===== config.mk =====
export PLATFORM = sky130hd
export DESIGN_NAME = cnn_mul_pipe_fx_flat
export DESIGN_NICKNAME = d
export VERILOG_FILES = /design/src/rtl/cnn_mul_pipe_fx_if.sv /design/src/rtl/cnn_mul_pipe_fx.sv /design/src/flat_wrapper.sv
export SDC_FILE = /design/constraint.sdc
export NUM_CORES = 1
export LEC_CHECK = 0
export BUFFER_PORTS_ARGS = -buffer_cell sky130_fd_sc_hd__buf_4
export CORE_ASPECT_RATIO = 1.4
export CORE_UTILIZATION = 30
export DETAILED_ROUTE_END_ITERATION = 10
export GPL_TIMING_DRIVEN = 0
export PLACE_DENSITY = 0.42
export SLEW_MARGIN = 25
export SYNTH_ARGS = -nofsm -noshare
export SYNTH_HDL_FRONTEND = slang
export SYNTH_SLANG_ARGS = --single-unit

===== constraint.sdc =====
create_clock -name ap_clk -period 2.09 [get_ports ap_clk]
set_input_delay 0.3135 -clock ap_clk [delete_from_list [all_inputs] [get_ports ap_clk]]
set_output_delay 0.3135 -clock ap_clk [all_outputs]
set_load 0.02 [all_outputs]

===== src/rtl/cnn_mul_pipe_fx_if.sv =====
// Handshake bundle for the pipelined fixed-point multiplier: operand side
// (in_*, din0/din1) and result side (out_*, dout/out_ovf).
interface cnn_mul_pipe_fx_if #(
    parameter int DIN0_WIDTH = 9,
    parameter int DIN1_WIDTH = 11,
    parameter int DOUT_WIDTH = 20
);
    logic                  in_valid;
    logic                  in_ready;
    logic [DIN0_WIDTH-1:0] din0;
    logic [DIN1_WIDTH-1:0] din1;
    logic                  out_valid;
    logic                  out_ready;
    logic [DOUT_WIDTH-1:0] dout;
    logic                  out_ovf;

    modport master (
        output in_valid, din0, din1, out_ready,
        input  in_ready, out_valid, dout, out_ovf
    );

    modport slave (
        input  in_valid, din0, din1, out_ready,
        output in_ready, out_valid, dout, out_ovf
    );
endinterface


===== src/rtl/cnn_mul_pipe_fx.sv =====
// Pipelined fixed-point multiplier with valid/ready flow control, output
// alignment, optional round-half-up and wrap/saturate to DOUT_WIDTH.
module cnn_mul_pipe_fx #(
    parameter int DIN0_WIDTH  = 9,
    parameter int DIN1_WIDTH  = 11,
    parameter int DIN0_SIGNED = 0,
    parameter int DIN1_SIGNED = 0,
    parameter int NUM_STAGE   = 3,
    parameter int FRAC_SHIFT  = 0,
    parameter int ROUND_MODE  = 0,
    parameter int SAT_MODE    = 0,
    parameter int DOUT_WIDTH  = 20
) (
    input  logic               ap_clk,
    input  logic               ap_rst_n,
    cnn_mul_pipe_fx_if.slave   bus
);
    localparam int P     = DIN0_WIDTH + DIN1_WIDTH;
    localparam int PW    = P + 1;
    localparam int RW    = PW + 1;
    localparam int CW    = (RW > DOUT_WIDTH + 1) ? RW : DOUT_WIDTH + 1;
    localparam bit PSIGN = (DIN0_SIGNED != 0) || (DIN1_SIGNED != 0);
    localparam int NPS   = (NUM_STAGE > 1) ? NUM_STAGE - 1 : 1;
    localparam int LSRC  = (NUM_STAGE > 1) ? NUM_STAGE - 2 : 0;
    localparam int RSH   = (FRAC_SHIFT > 0) ? FRAC_SHIFT - 1 : 0;

    localparam logic [RW-1:0] RND_ADD =
        (ROUND_MODE == 1 && FRAC_SHIFT > 0) ? (RW'(1) << RSH) : '0;
    localparam logic signed [CW-1:0] SMAX = (CW'(1) << (DOUT_WIDTH - 1)) - CW'(1);
    localparam logic signed [CW-1:0] SMIN = -(CW'(1) << (DOUT_WIDTH - 1));
    localparam logic signed [CW-1:0] UMAX = (CW'(1) << DOUT_WIDTH) - CW'(1);

    // Every operand is widened to P+1 bits so one unsigned multiply, truncated
    // to P+1 bits, yields the exact product as a two's complement value in all
    // sign combinations (an unsigned product stays non-negative).
    logic [PW-1:0] a_ext, b_ext, prod_c;
    assign a_ext  = {{(PW-DIN0_WIDTH){(DIN0_SIGNED != 0) && bus.din0[DIN0_WIDTH-1]}}, bus.din0};
    assign b_ext  = {{(PW-DIN1_WIDTH){(DIN1_SIGNED != 0) && bus.din1[DIN1_WIDTH-1]}}, bus.din1};
    assign prod_c = a_ext * b_ext;

    logic [NUM_STAGE-1:0]  vld_q;
    logic [NUM_STAGE-1:0]  adv;
    logic [PW-1:0]         prod_q [NPS];
    logic [DOUT_WIDTH-1:0] dout_q, dout_d, sat_d;
    logic                  ovf_q, ovf_d;
    logic [PW-1:0]         last_src;
    logic                  last_vld;
    logic                  adv_acc;

    // A stage may move when any stage downstream of it (or the consumer) has room.
    always_comb begin
        adv     = '0;
        adv_acc = bus.out_ready;
        for (int i = NUM_STAGE - 1; i >= 0; i--) begin
            adv_acc = adv_acc | ~vld_q[i];
            adv[i]  = adv_acc;
        end
    end

    assign bus.in_ready  = adv[0];
    assign bus.out_valid = vld_q[NUM_STAGE-1];
    assign bus.dout      = dout_q;
    assign bus.out_ovf   = ovf_q;

    assign last_src = (NUM_STAGE == 1) ? prod_c : prod_q[NPS-1];
    assign last_vld = (NUM_STAGE == 1) ? bus.in_valid : vld_q[LSRC];

    logic signed [RW-1:0] rnd_d, shf_d;
    logic signed [CW-1:0] ext_d;

    always_comb begin
        rnd_d = $signed({last_src[PW-1], last_src}) + $signed(RND_ADD);
        shf_d = rnd_d >>> FRAC_SHIFT;
        ext_d = CW'(shf_d);
        if (PSIGN) begin
            ovf_d = (ext_d > SMAX) || (ext_d < SMIN);
            sat_d = ext_d[CW-1] ? SMIN[DOUT_WIDTH-1:0] : SMAX[DOUT_WIDTH-1:0];
        end else begin
            ovf_d = ext_d > UMAX;
            sat_d = UMAX[DOUT_WIDTH-1:0];
        end
        dout_d = (ovf_d && SAT_MODE != 0) ? sat_d : ext_d[DOUT_WIDTH-1:0];
    end

    always_ff @(posedge ap_clk or negedge ap_rst_n) begin
        if (!ap_rst_n) begin
            vld_q <= '0;
            for (int i = 0; i < NPS; i++) prod_q[i] <= '0;
            dout_q <= '0;
            ovf_q  <= 1'b0;
        end else begin
            if (adv[0]) vld_q[0] <= bus.in_valid;
            for (int i = 1; i < NUM_STAGE; i++) begin
                if (adv[i]) vld_q[i] <= vld_q[i-1];
            end
            if (NUM_STAGE > 1 && adv[0] && bus.in_valid) prod_q[0] <= prod_c;
            for (int i = 1; i < NUM_STAGE - 1; i++) begin
                if (adv[i] && vld_q[i-1]) prod_q[i] <= prod_q[i-1];
            end
            if (adv[NUM_STAGE-1] && last_vld) begin
                dout_q <= dout_d;
                ovf_q  <= ovf_d;
            end
        end
    end
endmodule


===== src/flat_wrapper.sv =====
// flat-port wrapper written by rule: the top's interface ports become plain ports
module cnn_mul_pipe_fx_flat 
#(
    parameter int DIN0_WIDTH  = 9,
    parameter int DIN1_WIDTH  = 11,
    parameter int DIN0_SIGNED = 0,
    parameter int DIN1_SIGNED = 0,
    parameter int NUM_STAGE   = 3,
    parameter int FRAC_SHIFT  = 0,
    parameter int ROUND_MODE  = 0,
    parameter int SAT_MODE    = 0,
    parameter int DOUT_WIDTH  = 20
)
  (ap_clk, ap_rst_n, bus_in_valid, bus_din0, bus_din1, bus_out_ready, bus_in_ready, bus_out_valid, bus_dout, bus_out_ovf);
  cnn_mul_pipe_fx_if #(.DIN0_WIDTH(DIN0_WIDTH), .DIN1_WIDTH(DIN1_WIDTH), .DOUT_WIDTH(DOUT_WIDTH)) bus_i ();
  input  logic ap_clk;
  input  logic ap_rst_n;
  input wire logic [$bits(bus_i.in_valid)-1:0] bus_in_valid;
  input wire logic [$bits(bus_i.din0)-1:0] bus_din0;
  input wire logic [$bits(bus_i.din1)-1:0] bus_din1;
  input wire logic [$bits(bus_i.out_ready)-1:0] bus_out_ready;
  output wire logic [$bits(bus_i.in_ready)-1:0] bus_in_ready;
  output wire logic [$bits(bus_i.out_valid)-1:0] bus_out_valid;
  output wire logic [$bits(bus_i.dout)-1:0] bus_dout;
  output wire logic [$bits(bus_i.out_ovf)-1:0] bus_out_ovf;
  assign bus_i.in_valid = bus_in_valid;
  assign bus_i.din0 = bus_din0;
  assign bus_i.din1 = bus_din1;
  assign bus_i.out_ready = bus_out_ready;
  assign bus_in_ready = bus_i.in_ready;
  assign bus_out_valid = bus_i.out_valid;
  assign bus_dout = bus_i.dout;
  assign bus_out_ovf = bus_i.out_ovf;
  cnn_mul_pipe_fx #(.DIN0_WIDTH(DIN0_WIDTH), .DIN1_WIDTH(DIN1_WIDTH), .DIN0_SIGNED(DIN0_SIGNED), .DIN1_SIGNED(DIN1_SIGNED), .NUM_STAGE(NUM_STAGE), .FRAC_SHIFT(FRAC_SHIFT), .ROUND_MODE(ROUND_MODE), .SAT_MODE(SAT_MODE), .DOUT_WIDTH(DOUT_WIDTH)) u_core (.ap_clk(ap_clk), .ap_rst_n(ap_rst_n), .bus(bus_i));
endmodule

==> key figures, run 1 <==
STA
  – Final setup viols: 16
  – Hold Vio Cnt, Final: 0
  – Sum Neg Setup Slack: -22.05 ns
  – Slew Limit Fails: 0
  – Final period util: 1.83
  – Relative slew margins: 0.474
  – Final worst-path setup slack: -1.72 ns
  – Fmax: 0.262 GHz
  – Tmin final: 3.81 ns
  – Worst slew pin tran: 0.789 ns
  – Unrepaired setup endpoints after global routing: true
  – Clk_skew: 0.00359 ns

Clocking
  – CTS Buf Count: 9
  – H-tree depth: 3
  – CTS tree: done
  – Root buffer selected by CTS: clkbuf_16
  – CTS clk-pin slew, worst paths: 0.05 ns
  – CTS Hold Bufs: 0
  – CTS Sinks: 64
  – Worst skew pair latency: 0.32 ns
  – Max clock buf depth: 2

Die
  – Ports: 47
  – Die Ht: 163 um
  – Core outline area: 18100 um2
  – Starting Density: 0.309
  – Die Wd: 117 um
  – Site row count: 58
  – Die Area: 19100 um2

Min path
  – Hold WC Path Type: in2async

Finish
  – Antenna diodes: 0
  – Fill count: 1753
  – Share of post-route cells with drive strength above 1: 0.385
  – Final instance area: 7630 um2
  – Area grow syn2layout: 36.9%
  – Layout net count: 774

Synthesis
  – Synth area leader: dfrtp_1
  – Flops & latches, synth: 64
  – Register area share after synthesis: 0.287
  – Post-synth EDFFs: 0
  – Ys async rst share: 1.00
  – Post-Syn Area per Cell: 9.89 um2
  – Post-Synthesis Net Count: 692
  – Cell Area, Synth: 5580 um2
  – Netlist cell types: 48
  – Synth top cells by count: nand2_1, inv_1, dfrtp_1, fa_1, and2_1
  – Syn Inst Count: 564
  – Post-synth top flop: dfrtp_1
  – Most instantiated library cell after synthesis: nand2_1
  – Top post-synthesis cells by area: dfrtp_1, fa_1, ha_1
  – Ys Warns: 0
  – Top-area cell type share of the netlist area: 0.287

Placed design
  – Placed Instance Area: 6630 um2
  – Global placer's final weighted congestion: 0.798
  – Buffers on Ports: 37
  – Pre-CTS setup slack: -2.18 ns
  – Detailed Place HPWL: 9.63 mm

Run
  – Maxcap violations: 0

Detailed routing
  – Final ANT Viol Nets: 0
  – DRC Markers: 0
  – Post-DR wirelength/cell: 14.5 um
  – DR iter-0 viols: 133
  – Routed WL: 12.9 mm
  – Via/cell ratio: 4.49
  – Via Count: 3989
  – Drt first pass iters: 4

Power and ir drop
  – Lkg Pwr: 3.60 nW
  – Peak VDD IR: 0.554 mV
  – Pwr Density: 1290 nW/um2
  – Total Power: 9.87 mW

Global routing
  – Vias in the first global route: 4214
  – Initial antenna violation count: 0
  – GRT overflow: 0
  – Overall routing resource usage: 0.144
  – Largest net degree at the start of global routing: 65
  – Global-route wire length before repair: 21.2 mm

Outcome
  – Failing checks: setup timing
  – Run status: complete, but fails checks

Worst setup path
  – Critical Path Source Type: input port
  – Max FO, Critical Path: 5
  – Worst Path Required: 2.35 ns
  – CP arrival: 4.07 ns
  – CP Class: in2reg
  – Kind of end point of the critical path: flop
==> cells by family after synthesis <==
group                    synth area share
AO/OA/AOI/OAI                      0.0619
XOR/XNOR                           0.0157
adder cells (fa/ha/maj)             0.319
buffers and inverters              0.0835
flip-flops                          0.287
multiplexers                       0.0808
AND/OR/NAND/NOR                     0.151
==> worst max-delay path: stages <==
cell and delay, ns:
buf_8 0.11, clkbuf_16 0.15, and2_4 0.14, fa_1 0.56, fa_2 0.45, fa_1 0.48, inv_1 0.05, fa_1 0.51
inv_2 0.05, ha_4 0.26, buf_8 0.10, nand4_1 0.15, o22a_1 0.25, o31a_1 0.16, a211o_1 0.29, nand3_2 0.06
==> timing repair <==
action | CTS | global route
buffers inserted | 17 | 12
setup endpoints to repair | 16 | 17
resized for setup | 45 | 58
gates cloned | 5 | 0
pin swaps | 38 | 36
==> area by class of cell <==
cell class | count | area (um2) | share of cell area
repair buffers | 71 | 642 | 0.0841
flip-flops and latches | 64 | 1600 | 0.210
clock buffers | 14 | 274 | 0.0359
inverters | 94 | 353 | 0.0462
plain buffers | 29 | 445 | 0.0584
multi-input cells | 377 | 4020 | 0.526
well taps | 240 | 300 | 0.0393
==> through the flow <==
step / hold slack, ns / util / std cells
after floorplan: 0.0179 / - / 564
after global placement: 0.448 / 0.367 / 841
after detailed placement: 0.461 / 0.367 / 841
after CTS: 0.116 / 0.405 / 877
after global routing: 0.144 / 0.422 / 889
final: 0.0723 / 0.422 / 889
==> layout by cell type (no fill, tap or decap), types with 6 or more instances in the layout <==
cell       netlist  final
inv_2            0     19
fa_1            64     57
nand2_2          0     11
mux2_2          40     40
and2_1          42     30
clkbuf_16        0     21
nand2_1         95     75
ha_1            40     22
buf_6            0     11
and2_4           0     12
buf_8            0      8
inv_1           94     75
dfrtp_1         64     64
a21oi_4          0      6
fa_2             0      7
buf_4            0     51
o21ai_1          2     12
clkbuf_1        24      7
clkbuf_8         0     12
ha_4             0     15
nand2_4          0      9
a21oi_1         14      6
==> report_power, final <==
group / internal [mW] / switching [mW] / total (mW)
Sequential: 1.76 / 0.251 / 2.02
Clock: 0.885 / 0.467 / 1.35
Combinational: 3.31 / 3.19 / 6.50
Total: 5.96 / 3.91 / 9.87
==> sequential cells by signal (all words and copies together), names as in the netlist <==
name,cells
u_core.bus.dout,20
u_core.last_src,20
u_core.prod_q,20
u_core.vld_q,3
u_core.bus.out_ovf,1
==> path summary, 6_finish.rpt <==
kind / cells after the start / start / endpoint / slack (ns)
max: 16 / bus_din0[4] / u_core.prod_q[36] / -1.72
min: 1 / ap_rst_n / u_core.bus.dout[18] / 0.07
min in group ap_clk: 2 / bus_in_valid / u_core.vld_q[0] / 0.23
min reg2reg: 2 / u_core.prod_q[21] / u_core.prod_q[21] / 0.46
max reg2reg: 6 / u_core.vld_q[1] / u_core.prod_q[37] / 0.35
max in group asynchronous: 1 / ap_rst_n / u_core.last_src[1] / 1.49
==> layer usage <==
| metal | wire (um) | track usage | vias to the layer above |
|---|---|---|---|
| li1 | - | - | 1936 |
| met1 | 5410 | 0.169 | 1975 |
| met2 | 7010 | 0.265 | 60 |
| met3 | 192 | 0.0148 | 18 |
| met4 | 265 | 0.0558 | 0 |
| met5 | 0 | 0 | - |
Note: power is estimated with default switching activity, not from simulation.
==> run 2, diff against run 1 <==
ABC_AREA = 1   (was not set)
CORE_UTILIZATION = 56   (was 30)
GPL_TIMING_DRIVEN = not set   (was 0)
PLACE_DENSITY = 0.71   (was 0.42)
==> key figures, run 2 <==
Finish
  – Share of post-route cells with drive strength above 1: 0.350 (-0.0349)
  – Area grow syn2layout: 35.2%
  – Most common cell after layout, fill and taps aside: nand2_1
  – Antenna diodes: 0 (unchanged)
  – Layout net count: 970 (+25%)
  – Leading cell types in the layout, fill and taps excluded: nand2_1, inv_1, buf_4, dfrtp_1, fa_1
  – Core Util, Final: 0.776 (+0.353)
  – Fill count: 709 (-60%)

Outcome
  – Run status: complete, but fails checks
  – Failing checks: setup timing

Clocking
  – CTS Sinks: 64 (unchanged)
  – CTS Buf Count: 9 (unchanged)
  – CTS Hold Bufs: 0 (unchanged)
  – Worst skew pair latency: 0.32 ns (about the same)
  – Max clock buf depth: 2 (unchanged)
  – CTS clk-pin slew, worst paths: 0.05 ns (about the same)
  – CTS tree: done
  – Root buffer selected by CTS: clkbuf_16
  – H-tree depth: 3 (unchanged)

Worst setup path
  – Worst Path Required: 2.30 ns (-0.05 ns)
  – Kind of end point of the critical path: flop
  – CP Class: in2reg
  – CP arrival: 3.58 ns (-0.49 ns)
  – Max FO, Critical Path: 9 (+4)
  – Critical Path Source Type: input port

Min path
  – Hold WC Path Type: in2async

STA
  – Slew Limit Fails: 0 (unchanged)
  – Tmin final: 3.38 ns (-0.434 ns)
  – Fmax: 0.296 GHz (+13%)
  – Final period util: 1.62 (-0.208)
  – Hold Vio Cnt, Final: 0 (unchanged)
  – Worst hold slack: 0.0666 ns (-0.00570 ns)
  – Final worst-path setup slack: -1.29 ns (+0.434 ns)
  – Worst slew pin tran: 0.758 ns (-0.0316 ns)
  – Relative slew margins: 0.495 (+0.0211)
  – Clk_skew: 0.00199 ns (-0.00160 ns)
  – Final setup viols: 16 (unchanged)
  – Unrepaired setup endpoints after global routing: true

Power and ir drop
  – Lkg Pwr: 4.49 nW (+25%)
  – Pwr Density: 1330 nW/um2 (+2.5%)
  – Peak VDD IR: 0.739 mV (+34%)
  – Total Power: 10.6 mW (+7.2%)

Synthesis
  – Ys Warns: 0 (unchanged)
  – Register area share after synthesis: 0.271 (-0.0161)
  – Post-Syn Area per Cell: 7.85 um2 (-21%)
  – Netlist cell types: 35 (-27%)
  – Ys async rst share: 1.00 (unchanged)
  – Post-synth top flop: dfrtp_1
  – Top post-synthesis cells by area: dfrtp_1, fa_1, nand2_1
  – Flops & latches, synth: 64 (unchanged)
  – Synth area leader: dfrtp_1
  – Top-area cell type share of the netlist area: 0.271 (-0.0161)
  – Cell Area, Synth: 5910 um2 (+5.9%)
  – Syn Inst Count: 752 (+33%)
  – Most instantiated library cell after synthesis: nand2_1
  – Post-Synthesis Net Count: 880 (+27%)
  – Post-synth EDFFs: 0 (unchanged)
  – Synth top cells by count: nand2_1, inv_1, dfrtp_1, fa_1, ha_1

Detailed routing
  – Via Count: 4842 (+21%)
  – Final ANT Viol Nets: 0 (unchanged)
  – Routed WL: 12.9 mm (+0.54%)
  – DRC Markers: 0 (unchanged)
  – Via/cell ratio: 4.93 (+9.8%)
  – DR iter-0 viols: 201 (+51%)
  – Post-DR wirelength/cell: 13.2 um (-9.1%)
  – Drt first pass iters: 4 (unchanged)

Global routing
  – GRT overflow: 0 (unchanged)
  – Largest net degree at the start of global routing: 65 (unchanged)
  – Initial antenna violation count: 0 (unchanged)
  – Overall routing resource usage: 0.247 (+0.102)
  – Vias in the first global route: 4815 (+14%)
  – Global-route wire length before repair: 20.7 mm (-2.3%)

Die
  – Core outline area: 10300 um2 (-43%)
  – Die Wd: 88.8 um (-24%)
  – Ports: 47 (unchanged)
  – Site row count: 44 (-24%)
  – Die Area: 11000 um2 (-43%)
  – Die Ht: 124 um (-24%)
  – Starting Density: 0.574 (+0.265)

Placed design
  – Buffers on Ports: 46 (+24%)
  – Detailed Place HPWL: 9.66 mm (+0.26%)
  – Global placer's final weighted congestion: 0.907 (+14%)
  – Pre-CTS setup slack: -1.70 ns (+0.477 ns)

Run
  – Maxcap violations: 0 (unchanged)
-- run 2: cell types whose count changed after synthesis, moves of 4 or more --
cell,previous run,this run
xor2_1,5,1
nand2_2,0,5
o21ai_0,14,20
mux2_2,40,4
nand3_2,0,4
nor2_1,3,18
nand2b_1,5,0
and2_1,42,0
nand3_1,7,18
nand2_1,95,253
o21ai_2,0,8
clkbuf_1,24,15
inv_1,94,185
-- run 2: timing repair --
action,in CTS,in global routing
buffers inserted,5,7
gates cloned,1,3
setup endpoints to repair,17,16
resized for setup,102,69
pin swaps,55,42
-- run 2: critical path: stages --
cell and delay (ns):
buf_12 0.12, nand2_4 0.06, inv_2 0.03, fa_1 0.54, inv_1 0.05, fa_1 0.47
fa_2 0.58, fa_1 0.41, inv_2 0.08, ha_4 0.22, nand2_4 0.10, nor2_2 0.04
nand2_1 0.06, nand3_2 0.13, or2_0 0.22, nand3_1 0.08, o21ai_2 0.05
-- run 2: cells by family (layout without fill, tap and decap cells) --
kind of cell	after synthesis	count (layout)	synth area share
AOI/OAI and AO/OA	46	46	0.0453
xor gates and xnor gates	3	3	0.00445
adders and majority gates	104	104	0.302
buffers and inverters	217	310	0.144
DFF	64	64	0.271
muxes	4	4	0.00762
and+or+nand+nor	314	314	0.226
-- run 2: where the power goes --
| group | switching (mW) | leakage (nW) | internal, mW |
|---|---|---|---|
| combinational | 4.03 | 3.57 | 3.19 |
| sequential | 0.251 | 0.791 | 1.78 |
| clock | 0.463 | 0.135 | 0.884 |
-- run 2: cell type report --
| cell class | count | area (um2) | share of cell area |
|---|---|---|---|
| inverters | 188 | 713 | 0.0893 |
| repair buffers | 108 | 1160 | 0.145 |
| flip-flops and latches | 64 | 1600 | 0.201 |
| well taps | 138 | 173 | 0.0216 |
| clock buffers | 14 | 274 | 0.0343 |
| multi-input cells | 471 | 4070 | 0.509 |
-- run 2: path summary, 6_finish.rpt --
path	from	endpoint	slack [ns]	cells past startpoint
min in group ap_clk	bus_out_ready	u_core.vld_q[2]	0.29	4
max in group asynchronous	ap_rst_n	u_core.prod_q[38]	1.53	1
worst max-delay path	bus_din1[4]	u_core.prod_q[31]	-1.29	17
worst max register to register	u_core.vld_q[2]	u_core.prod_q[28]	0.76	7
worst min-delay path	ap_rst_n	u_core.last_src[4]	0.07	1
worst min register to register	u_core.last_src[16]	u_core.bus.dout[16]	0.46	2
-- run 2: layer usage --
metal | vias to the layer above | GRT usage | part of all wire
met5 | - | 0 | 0
met4 | 0 | 0.121 | 0.047
met3 | 47 | 0.0280 | 0.024
li1 | 2359 | - | -
met1 | 2327 | 0.263 | 0.37
met2 | 109 | 0.471 | 0.56
-- run 2: metrics by stage --
step,area (um2),setup TNS (ns),cells
finish,7990,-18.23,983
CTS,7620,-17.35,973
detailed placement,6930,-24.89,953
global placement,6930,-24.14,953
floorplan,6420,-20.61,752
global route,7990,-20.18,983
